**src/rtl/vga_timing_gen_if.sv**
```systemverilog
// Raster timing bundle between the timing generator (master) and its consumer.
// The consumer drives the pixel enable; everything else flows from the generator.
interface vga_timing_gen_if #(
    parameter int CNT_W   = 10,
    parameter int FRAME_W = 8
);
    logic               en;
    logic               hsync;
    logic               vsync;
    logic               active;
    logic [CNT_W-1:0]   x;
    logic [CNT_W-1:0]   y;
    logic               line_start;
    logic               frame_start;
    logic [FRAME_W-1:0] frame_cnt;
    logic               hsync_d;
    logic               vsync_d;
    logic               active_d;

    modport master (
        input  en,
        output hsync, vsync, active, x, y,
        output line_start, frame_start, frame_cnt,
        output hsync_d, vsync_d, active_d
    );

    modport slave (
        output en,
        input  hsync, vsync, active, x, y,
        input  line_start, frame_start, frame_cnt,
        input  hsync_d, vsync_d, active_d
    );
endinterface

```
**src/rtl/vga_timing_gen.sv**
```systemverilog
// Parametrised VGA raster timing generator.
// A (hc, vc) position counter advances on every enabled dclk edge; the
// registered outputs describe the position that was current at that edge.
// A per-signal delay line keeps sync/blanking aligned with a pipelined renderer.
module vga_timing_gen #(
    parameter int H_SYNC     = 96,
    parameter int H_BP       = 48,
    parameter int H_ACTIVE   = 640,
    parameter int H_FP       = 16,
    parameter int V_SYNC     = 2,
    parameter int V_BP       = 29,
    parameter int V_ACTIVE   = 480,
    parameter int V_FP       = 10,
    parameter int HS_POL     = 0,
    parameter int VS_POL     = 0,
    parameter int CNT_W      = 10,
    parameter int PIPE_DELAY = 2,
    parameter int FRAME_W    = 8
) (
    input  logic             dclk,
    input  logic             clr_n,
    vga_timing_gen_if.master vga
);
    localparam int H_TOTAL = H_SYNC + H_BP + H_ACTIVE + H_FP;
    localparam int V_TOTAL = V_SYNC + V_BP + V_ACTIVE + V_FP;
    localparam int HA0     = H_SYNC + H_BP;
    localparam int VA0     = V_SYNC + V_BP;
    // One extra bit so the end-of-region bounds may equal 2^CNT_W.
    localparam int CW1     = CNT_W + 1;

    localparam logic [CW1-1:0]   HS_END  = CW1'(H_SYNC);
    localparam logic [CW1-1:0]   VS_END  = CW1'(V_SYNC);
    localparam logic [CW1-1:0]   HA_BEG  = CW1'(HA0);
    localparam logic [CW1-1:0]   HA_END  = CW1'(HA0 + H_ACTIVE);
    localparam logic [CW1-1:0]   VA_BEG  = CW1'(VA0);
    localparam logic [CW1-1:0]   VA_END  = CW1'(VA0 + V_ACTIVE);
    localparam logic [CNT_W-1:0] HA0_N   = CNT_W'(HA0);
    localparam logic [CNT_W-1:0] VA0_N   = CNT_W'(VA0);
    localparam logic [CNT_W-1:0] H_LAST  = CNT_W'(H_TOTAL - 1);
    localparam logic [CNT_W-1:0] V_LAST  = CNT_W'(V_TOTAL - 1);
    localparam logic             HS_ON   = 1'(HS_POL);
    localparam logic             VS_ON   = 1'(VS_POL);

    // Raster position
    logic [CNT_W-1:0]   hc_reg;
    logic [CNT_W-1:0]   vc_reg;
    logic               hc_last;
    logic               vc_last;

    // Decode of the current position
    logic               hsync_next;
    logic               vsync_next;
    logic               active_next;
    logic [CNT_W-1:0]   x_next;
    logic [CNT_W-1:0]   y_next;
    logic               line_start_next;
    logic               frame_start_next;

    // Registered outputs
    logic               hsync_reg;
    logic               vsync_reg;
    logic               active_reg;
    logic [CNT_W-1:0]   x_reg;
    logic [CNT_W-1:0]   y_reg;
    logic               line_start_reg;
    logic               frame_start_reg;
    logic [FRAME_W-1:0] frame_cnt_reg;
    // Set on the edge that leaves the last position of a frame, so the
    // counter bumps together with the following frame_start.
    logic               wrap_pend_reg;

    assign hc_last = (hc_reg == H_LAST);
    assign vc_last = (vc_reg == V_LAST);

    // Position counter: hc runs every enabled edge, vc steps when hc wraps.
    always_ff @(posedge dclk or negedge clr_n) begin
        if (!clr_n) begin
            hc_reg <= '0;
            vc_reg <= '0;
        end else if (vga.en) begin
            if (hc_last) begin
                hc_reg <= '0;
                vc_reg <= vc_last ? '0 : vc_reg + CNT_W'(1);
            end else begin
                hc_reg <= hc_reg + CNT_W'(1);
            end
        end
    end

    // Combinational decode of (hc, vc) into sync, blanking, coordinates and strobes.
    always_comb begin
        logic [CW1-1:0] hc_ext;
        logic [CW1-1:0] vc_ext;
        logic           h_in;
        logic           v_in;
        hc_ext           = {1'b0, hc_reg};
        vc_ext           = {1'b0, vc_reg};
        h_in             = (hc_ext >= HA_BEG) && (hc_ext < HA_END);
        v_in             = (vc_ext >= VA_BEG) && (vc_ext < VA_END);
        hsync_next       = (hc_ext < HS_END) ? HS_ON : ~HS_ON;
        vsync_next       = (vc_ext < VS_END) ? VS_ON : ~VS_ON;
        active_next      = h_in && v_in;
        x_next           = active_next ? (hc_reg - HA0_N) : '0;
        y_next           = active_next ? (vc_reg - VA0_N) : '0;
        line_start_next  = (hc_reg == '0);
        frame_start_next = (hc_reg == '0) && (vc_reg == '0);
    end

    // Output registers: load the decode on enabled edges; strobes drop whenever en is low.
    always_ff @(posedge dclk or negedge clr_n) begin
        if (!clr_n) begin
            hsync_reg       <= ~HS_ON;
            vsync_reg       <= ~VS_ON;
            active_reg      <= 1'b0;
            x_reg           <= '0;
            y_reg           <= '0;
            line_start_reg  <= 1'b0;
            frame_start_reg <= 1'b0;
        end else if (vga.en) begin
            hsync_reg       <= hsync_next;
            vsync_reg       <= vsync_next;
            active_reg      <= active_next;
            x_reg           <= x_next;
            y_reg           <= y_next;
            line_start_reg  <= line_start_next;
            frame_start_reg <= frame_start_next;
        end else begin
            line_start_reg  <= 1'b0;
            frame_start_reg <= 1'b0;
        end
    end

    // Completed-frame counter, bumped on the edge that presents the next frame's (0,0).
    always_ff @(posedge dclk or negedge clr_n) begin
        if (!clr_n) begin
            wrap_pend_reg <= 1'b0;
            frame_cnt_reg <= '0;
        end else if (vga.en) begin
            wrap_pend_reg <= hc_last && vc_last;
            if (wrap_pend_reg) begin
                frame_cnt_reg <= frame_cnt_reg + FRAME_W'(1);
            end
        end
    end

    assign vga.hsync       = hsync_reg;
    assign vga.vsync       = vsync_reg;
    assign vga.active      = active_reg;
    assign vga.x           = x_reg;
    assign vga.y           = y_reg;
    assign vga.line_start  = line_start_reg;
    assign vga.frame_start = frame_start_reg;
    assign vga.frame_cnt   = frame_cnt_reg;

    // Delay line: each stage captures the previous one on enabled edges.
    generate
        if (PIPE_DELAY == 0) begin : g_nodelay
            assign vga.hsync_d  = hsync_reg;
            assign vga.vsync_d  = vsync_reg;
            assign vga.active_d = active_reg;
        end else begin : g_delay
            for (genvar gi = 0; gi < PIPE_DELAY; gi++) begin : g_stage
                logic hs_in;
                logic vs_in;
                logic act_in;
                logic hs_q;
                logic vs_q;
                logic act_q;

                if (gi == 0) begin : g_src_out
                    assign hs_in  = hsync_reg;
                    assign vs_in  = vsync_reg;
                    assign act_in = active_reg;
                end else begin : g_src_prev
                    assign hs_in  = g_stage[gi-1].hs_q;
                    assign vs_in  = g_stage[gi-1].vs_q;
                    assign act_in = g_stage[gi-1].act_q;
                end

                // One delay stage; reset parks it at the inactive levels.
                always_ff @(posedge dclk or negedge clr_n) begin
                    if (!clr_n) begin
                        hs_q  <= ~HS_ON;
                        vs_q  <= ~VS_ON;
                        act_q <= 1'b0;
                    end else if (vga.en) begin
                        hs_q  <= hs_in;
                        vs_q  <= vs_in;
                        act_q <= act_in;
                    end
                end
            end

            assign vga.hsync_d  = g_stage[PIPE_DELAY-1].hs_q;
            assign vga.vsync_d  = g_stage[PIPE_DELAY-1].vs_q;
            assign vga.active_d = g_stage[PIPE_DELAY-1].act_q;
        end
    endgenerate
endmodule

```
**src/flat_wrapper.sv**
```systemverilog
// flat-port wrapper written by rule: the top's interface ports become plain ports
module vga_timing_gen_flat 
#(
    parameter int H_SYNC     = 96,
    parameter int H_BP       = 48,
    parameter int H_ACTIVE   = 640,
    parameter int H_FP       = 16,
    parameter int V_SYNC     = 2,
    parameter int V_BP       = 29,
    parameter int V_ACTIVE   = 480,
    parameter int V_FP       = 10,
    parameter int HS_POL     = 0,
    parameter int VS_POL     = 0,
    parameter int CNT_W      = 10,
    parameter int PIPE_DELAY = 2,
    parameter int FRAME_W    = 8
)
  (dclk, clr_n, vga_en, vga_hsync, vga_vsync, vga_active, vga_x, vga_y, vga_line_start, vga_frame_start, vga_frame_cnt, vga_hsync_d, vga_vsync_d, vga_active_d);
  vga_timing_gen_if #(.CNT_W(CNT_W), .FRAME_W(FRAME_W)) vga_i ();
  input  logic dclk;
  input  logic clr_n;
  input wire logic [$bits(vga_i.en)-1:0] vga_en;
  output wire logic [$bits(vga_i.hsync)-1:0] vga_hsync;
  output wire logic [$bits(vga_i.vsync)-1:0] vga_vsync;
  output wire logic [$bits(vga_i.active)-1:0] vga_active;
  output wire logic [$bits(vga_i.x)-1:0] vga_x;
  output wire logic [$bits(vga_i.y)-1:0] vga_y;
  output wire logic [$bits(vga_i.line_start)-1:0] vga_line_start;
  output wire logic [$bits(vga_i.frame_start)-1:0] vga_frame_start;
  output wire logic [$bits(vga_i.frame_cnt)-1:0] vga_frame_cnt;
  output wire logic [$bits(vga_i.hsync_d)-1:0] vga_hsync_d;
  output wire logic [$bits(vga_i.vsync_d)-1:0] vga_vsync_d;
  output wire logic [$bits(vga_i.active_d)-1:0] vga_active_d;
  assign vga_i.en = vga_en;
  assign vga_hsync = vga_i.hsync;
  assign vga_vsync = vga_i.vsync;
  assign vga_active = vga_i.active;
  assign vga_x = vga_i.x;
  assign vga_y = vga_i.y;
  assign vga_line_start = vga_i.line_start;
  assign vga_frame_start = vga_i.frame_start;
  assign vga_frame_cnt = vga_i.frame_cnt;
  assign vga_hsync_d = vga_i.hsync_d;
  assign vga_vsync_d = vga_i.vsync_d;
  assign vga_active_d = vga_i.active_d;
  vga_timing_gen #(.H_SYNC(H_SYNC), .H_BP(H_BP), .H_ACTIVE(H_ACTIVE), .H_FP(H_FP), .V_SYNC(V_SYNC), .V_BP(V_BP), .V_ACTIVE(V_ACTIVE), .V_FP(V_FP), .HS_POL(HS_POL), .VS_POL(VS_POL), .CNT_W(CNT_W), .PIPE_DELAY(PIPE_DELAY), .FRAME_W(FRAME_W)) u_core (.dclk(dclk), .clr_n(clr_n), .vga(vga_i));
endmodule
```
**config.mk**
```make
export PLATFORM = sky130hd
export DESIGN_NAME = vga_timing_gen_flat
export DESIGN_NICKNAME = d
export VERILOG_FILES = /design/src/rtl/vga_timing_gen_if.sv /design/src/rtl/vga_timing_gen.sv /design/src/flat_wrapper.sv
export SDC_FILE = /design/constraint.sdc
export NUM_CORES = 1
export LEC_CHECK = 0
export ABC_AREA = 1
export BUFFER_PORTS_ARGS = -buffer_cell sky130_fd_sc_hd__buf_2
export CORE_ASPECT_RATIO = 1.25
export CORE_MARGIN = 4
export CORE_UTILIZATION = 25
export DETAILED_ROUTE_END_ITERATION = 12
export PLACE_DENSITY = 0.46
export SLEW_MARGIN = 20
export SYNTH_ARGS = -nofsm -noshare
export SYNTH_HDL_FRONTEND = slang
export SYNTH_SLANG_ARGS = --single-unit
```
**constraint.sdc**
```tcl
create_clock -name dclk -period 2.28 [get_ports dclk]
set_input_delay 0 -clock dclk [delete_from_list [all_inputs] [get_ports dclk]]
set_output_delay 0 -clock dclk [all_outputs]
set_load 0.01 [all_outputs]
```
# Word-level counts from Yosys, hierarchy flattened
# Index checks and enable logic that the tools add are counted.
# word_totals
regBits	60
latchBits	0
ram_bits	0
mem_bits_ro	0
in_bits	3
wordCells	47
memories	0
# classes
addsub	5
multipliers	0
div	0
n_lt_le_gt_ge	6
eq_ne	2
shifts	0
muxes	8
bitwise	0
reduce_logical	9
# op_table
cell	n
$mux 10	4
$add 10x1->10 const B	2
$eq 10x10->1 const B	2
$logic_not 10->1	2
$ge 10x5->1 const B	1
$ge 10x8->1 const B	1
$lt 10x10->1 const B	1
$lt 10x2->1 const B	1
$lt 10x7->1 const B	1
$lt 10x9->1 const B	1
$sub 10x5->10 const B	1
$sub 10x8->10 const B	1
$add 8x1->8 const B	1
$logic_and 1x1->1	5
$mux 1	4
$reduce_and 2->1	2

# Longest topological paths before layout
# depth
word_depth	4
depth_mapped	9

# Least setup slack after synthesis
# No wires, ideal clock.
# synth_path
path_type	flip-flop to flip-flop
start	register u_core.hc_reg[4]
end	register u_core.y_reg[0], in the netlist u_core.vga.y[0]
setup_time_ps	127
arrival_time_ps	1407
slack_ps	747
path_stages_with_launch	9
synth_period_minus_slack_ps	1533
cell_sequence	dfrtp_1 inv_1 ha_1 nand2_1 a21oi_1 nand2_1 nand4_4 buf_6 o21bai_2
# synth_via
elab_chain_len	4
elab_cells_between_ends	5
classes_between	order compare: 2; mux: 1; reduce/logical: 2
# synth_rtl
item	line	text
start, declared	vga_timing_gen.sv:45	logic [CNT_W-1:0] hc_reg;
start signal, assigned	vga_timing_gen.sv:85	hc_reg <= hc_reg + CNT_W'(1);
$ge 10x8->1 or $lt 10x10->1 (tied branches)	vga_timing_gen.sv:98	h_in = (hc_ext >= HA_BEG) && (hc_ext < HA_END);
$logic_and 1x1->1 *	vga_timing_gen.sv:98	
$logic_and 1x1->1 *	vga_timing_gen.sv:102	active_next = h_in && v_in;
$mux 10 *	vga_timing_gen.sv:104	y_next = active_next ? (vc_reg - VA0_N) : '0;
end signal, assigned	vga_timing_gen.sv:124	y_reg <= y_next;
end, declared	vga_timing_gen.sv:64	logic [CNT_W-1:0] y_reg;
# Every way passes the cells marked *; elsewhere a longest branch is shown, timed or not.
# A chain may end at the register's enable or synchronous reset.

# Final worst setup path
# layout_path
start	register u_core.hc_reg[4]
end	register u_core.x_reg[4], in the netlist u_core.vga.x[4]
# layout_via
elab_chain_len	4
elab_cells_between_ends	6
classes_between	add/sub: 1; order compare: 2; mux: 1; reduce/logical: 2
# layout_rtl
item	line	text
$ge 10x8->1 or $lt 10x10->1 (tied branches)	vga_timing_gen.sv:98	
$logic_and 1x1->1	vga_timing_gen.sv:98	
$logic_and 1x1->1	vga_timing_gen.sv:102	
$mux 10 *	vga_timing_gen.sv:103	x_next = active_next ? (hc_reg - HA0_N) : '0;
end signal, assigned	vga_timing_gen.sv:123	x_reg <= x_next;
end, declared	vga_timing_gen.sv:63	logic [CNT_W-1:0] x_reg;
# Marks and branches as above.

==> metrics.txt <==
Clock Skews=0.00494 ns; TritonCTS clock tree=yes; largest net degree at the start of global routing=26; post-DR wirelength/cell=12.6 um; clk slew on worst S/H paths=roughly 0.050 ns; Routability Congestion=0.867; Synth Instances=351; RSZ-0062 raised after global routing=false; number of DRC markers in iteration 0=100; Routed WL=around 7200 um; Area contributors post-synth=dfrtp_1 44%, nand2_1 8.0%, inv_1 6.7%, nor2_1 5.2%, dfstp_2 5.1%; io pins=39; Vias/cell=between 4 and 5; sequential power share=roughly two fifths; Critical Path Fanout Max=19; Synth warnings=0; Final TNS setup=0 ns; initial core utilization=25.5%; clk buf depth=2; die height=approximately 130 um; via count=2395; Final min period=about 1.9 ns; sw frac=28.9%; Internal=between 2000 and 3000 uW; Synth-to-Final Area Change=24.0%; Crit path largest cell delay=around 0.46 ns; Req. time, crit path=around 2.5 ns; Hold WC Path Type=primary input to async pin; DRC violations left=0; PwrDens=between 900 and 1000 nW/um^2; Max-Cap Viols=0; Slew @ Worst Pin=0.430 ns; Pwr Total=~3600 uW; area of the mapped netlist=just over 3000 um^2; Synth Register Bits=60; final hold violations=0; final setup vio count=0; initial antenna violation count=0; ANT cells=0; crit-path cells=inv_1 -> ha_1 -> nand2_1 -> a21oi_1 -> nand2_1 -> nand4_4 -> o21bai_1; Fmax=~520 MHz; drt pass-1 iters=4; Post-CTS Setup Repair Bufs=0; Peak VDD IR=0.000315 V; die footprint=around 14000 um^2; average cell area after synthesis=roughly 9 um^2; fin crit share=a little over four fifths; Synth area leader=dfrtp_1; Post-synth ARST share=100%; CP Class=flop to flop; crit end category=flop; worst skew pair latency=~0.32 ns; Buf+Inv Stages, Crit Path=1; clock root cell=clkbuf_16; count of hold buffers inserted by post-cts repair=2; critical path data arrival time=approximately 2.2 ns; top post-synthesis cells by count=66 x nand2_1, 55 x inv_1, 54 x dfrtp_1; final cell count without fillers=568; Yosys top cell area share=a little over two fifths; grt total ovfl=0; port bufs=38; total track usage=11.1%; row cnt=between 40 and 50; DP Cell Count=550; total CTS buffers=9; Net count, final=roughly 410; Unique masters post-synth=36; first-pass GRT wire length=about 12000 um; slowest cell on the critical path=dfrtp_1; Post-synth EDFFs=0; Pins Over Slew Limit=0; Die Width=approximately 110 um; post_cts resized=0; share of layout cells above drive strength 1=between 20% and 30%; status=finished, final reports clean; switching power=about 1000 uW; Seq/Total Area, Yosys=slightly below 50%; Comb power frac=a little under a fifth; critical path's most frequent cell=nand2_1; Core Util, Final=31.6%; Slew headroom=~70%; HPWL Detailed=roughly 5300 um; top-count cell post-synth=nand2_1; vias in the first global route=2491; core region area=around 12000 um^2; Routed Antenna Nets=0; number of clock sinks=60; Leakage=0.00192 uW; CP delay by family, top=simple AND/OR/NAND/NOR gates; H-tree depth=3; Worst Setup Start Kind=flop; Synth Flop Type=dfrtp_1; clock power share=42.5%; Mapped Nets=around 360
==> cells by family (layout without fill, tap and decap cells) <==
kind of cell / count (synthesis) / after routing / share of synthesized area [%]
AND/OR/NAND/NOR: 147 / 147 / 21.2
buffers and inverters: 66 / 119 / 8.85
flip-flops: 60 / 60 / 49.0
AO/OA/AOI/OAI: 51 / 51 / 12.1
XOR/XNOR: 17 / 17 / 4.83
adder cells (fa/ha/maj): 9 / 9 / 3.65
multiplexers: 1 / 1 / 0.365
==> through the flow <==
| step | hold WS (ns) | worst slack [ns] | cell area [um^2] |
|---|---|---|---|
| floorplan | -0.296 | 0.747 | 3080 |
| global placement | -0.0639 | 0.396 | 3460 |
| detailed placement | -0.0654 | 0.335 | 3460 |
| CTS | 0.135 | 0.337 | 3820 |
| global route | 0.167 | 0.160 | 3820 |
| finish | 0.139 | 0.363 | 3820 |
==> layer usage <==
layer | part of all wire (%) | up-vias | track usage, %
met5 | 0 | - | 0
met4 | 1.6 | 0 | 4.26
met3 | 4.4 | 7 | 3.18
met2 | 50 | 37 | 18.9
met1 | 44 | 1135 | 13.2
li1 | - | 1216 | -
==> cell type report <==
class	count	area [um^2]
Fill cell	1305	8280
Multi-Input combinational cell	225	1300
Timing Repair Buffer	46	255
Sequential cell	60	1510
Tap cell	164	205
Clock inverter	3	67.6
Inverter	57	214
Clock buffer	13	270
==> placed cells by master (no fill, tap or decap), drive strengths merged, types with 9 or more instances in the layout <==
cell type,Yosys,layout
nand2,66,66
inv,57,57
ha,9,9
clkbuf,3,13
o21ai,18,18
buf,6,44
dfrtp,54,54
xor2,13,13
o21bai,18,18
nand3,16,16
nor2,46,46
nand4,10,10
==> path summary, 6_finish.rpt <==
kind | from | to | slack (ns) | cells after the start
setup / recovery | u_core.hc_reg[4] | u_core.vga.x[4] | 0.36 | 7
hold / removal | clr_n | u_core.vga.active_d | 0.14 | 2
setup reg to reg | u_core.hc_reg[4] | u_core.vga.x[4] | 0.36 | 7
hold reg to reg | u_core.vga.frame_cnt[7] | u_core.vga.frame_cnt[7] | 0.47 | 1
max in group asynchronous | clr_n | u_core.vga.hsync | 1.45 | 3
min in group dclk | u_core.vga.frame_cnt[7] | u_core.vga.frame_cnt[7] | 0.47 | 1
==> power groups by stage <==
stage | registers [uW] | logic [uW] | clock network, uW
6_report | 1370 | 679 | 1510
5_1_grt | 1390 | 783 | 1620
4_1_cts | 1370 | 695 | 1560
3_5_place_dp | 1380 | 685 | 0
3_3_place_gp | 1380 | 686 | 0
2_1_floorplan | 1370 | 477 | 0
(Power assumes the default switching activity.)
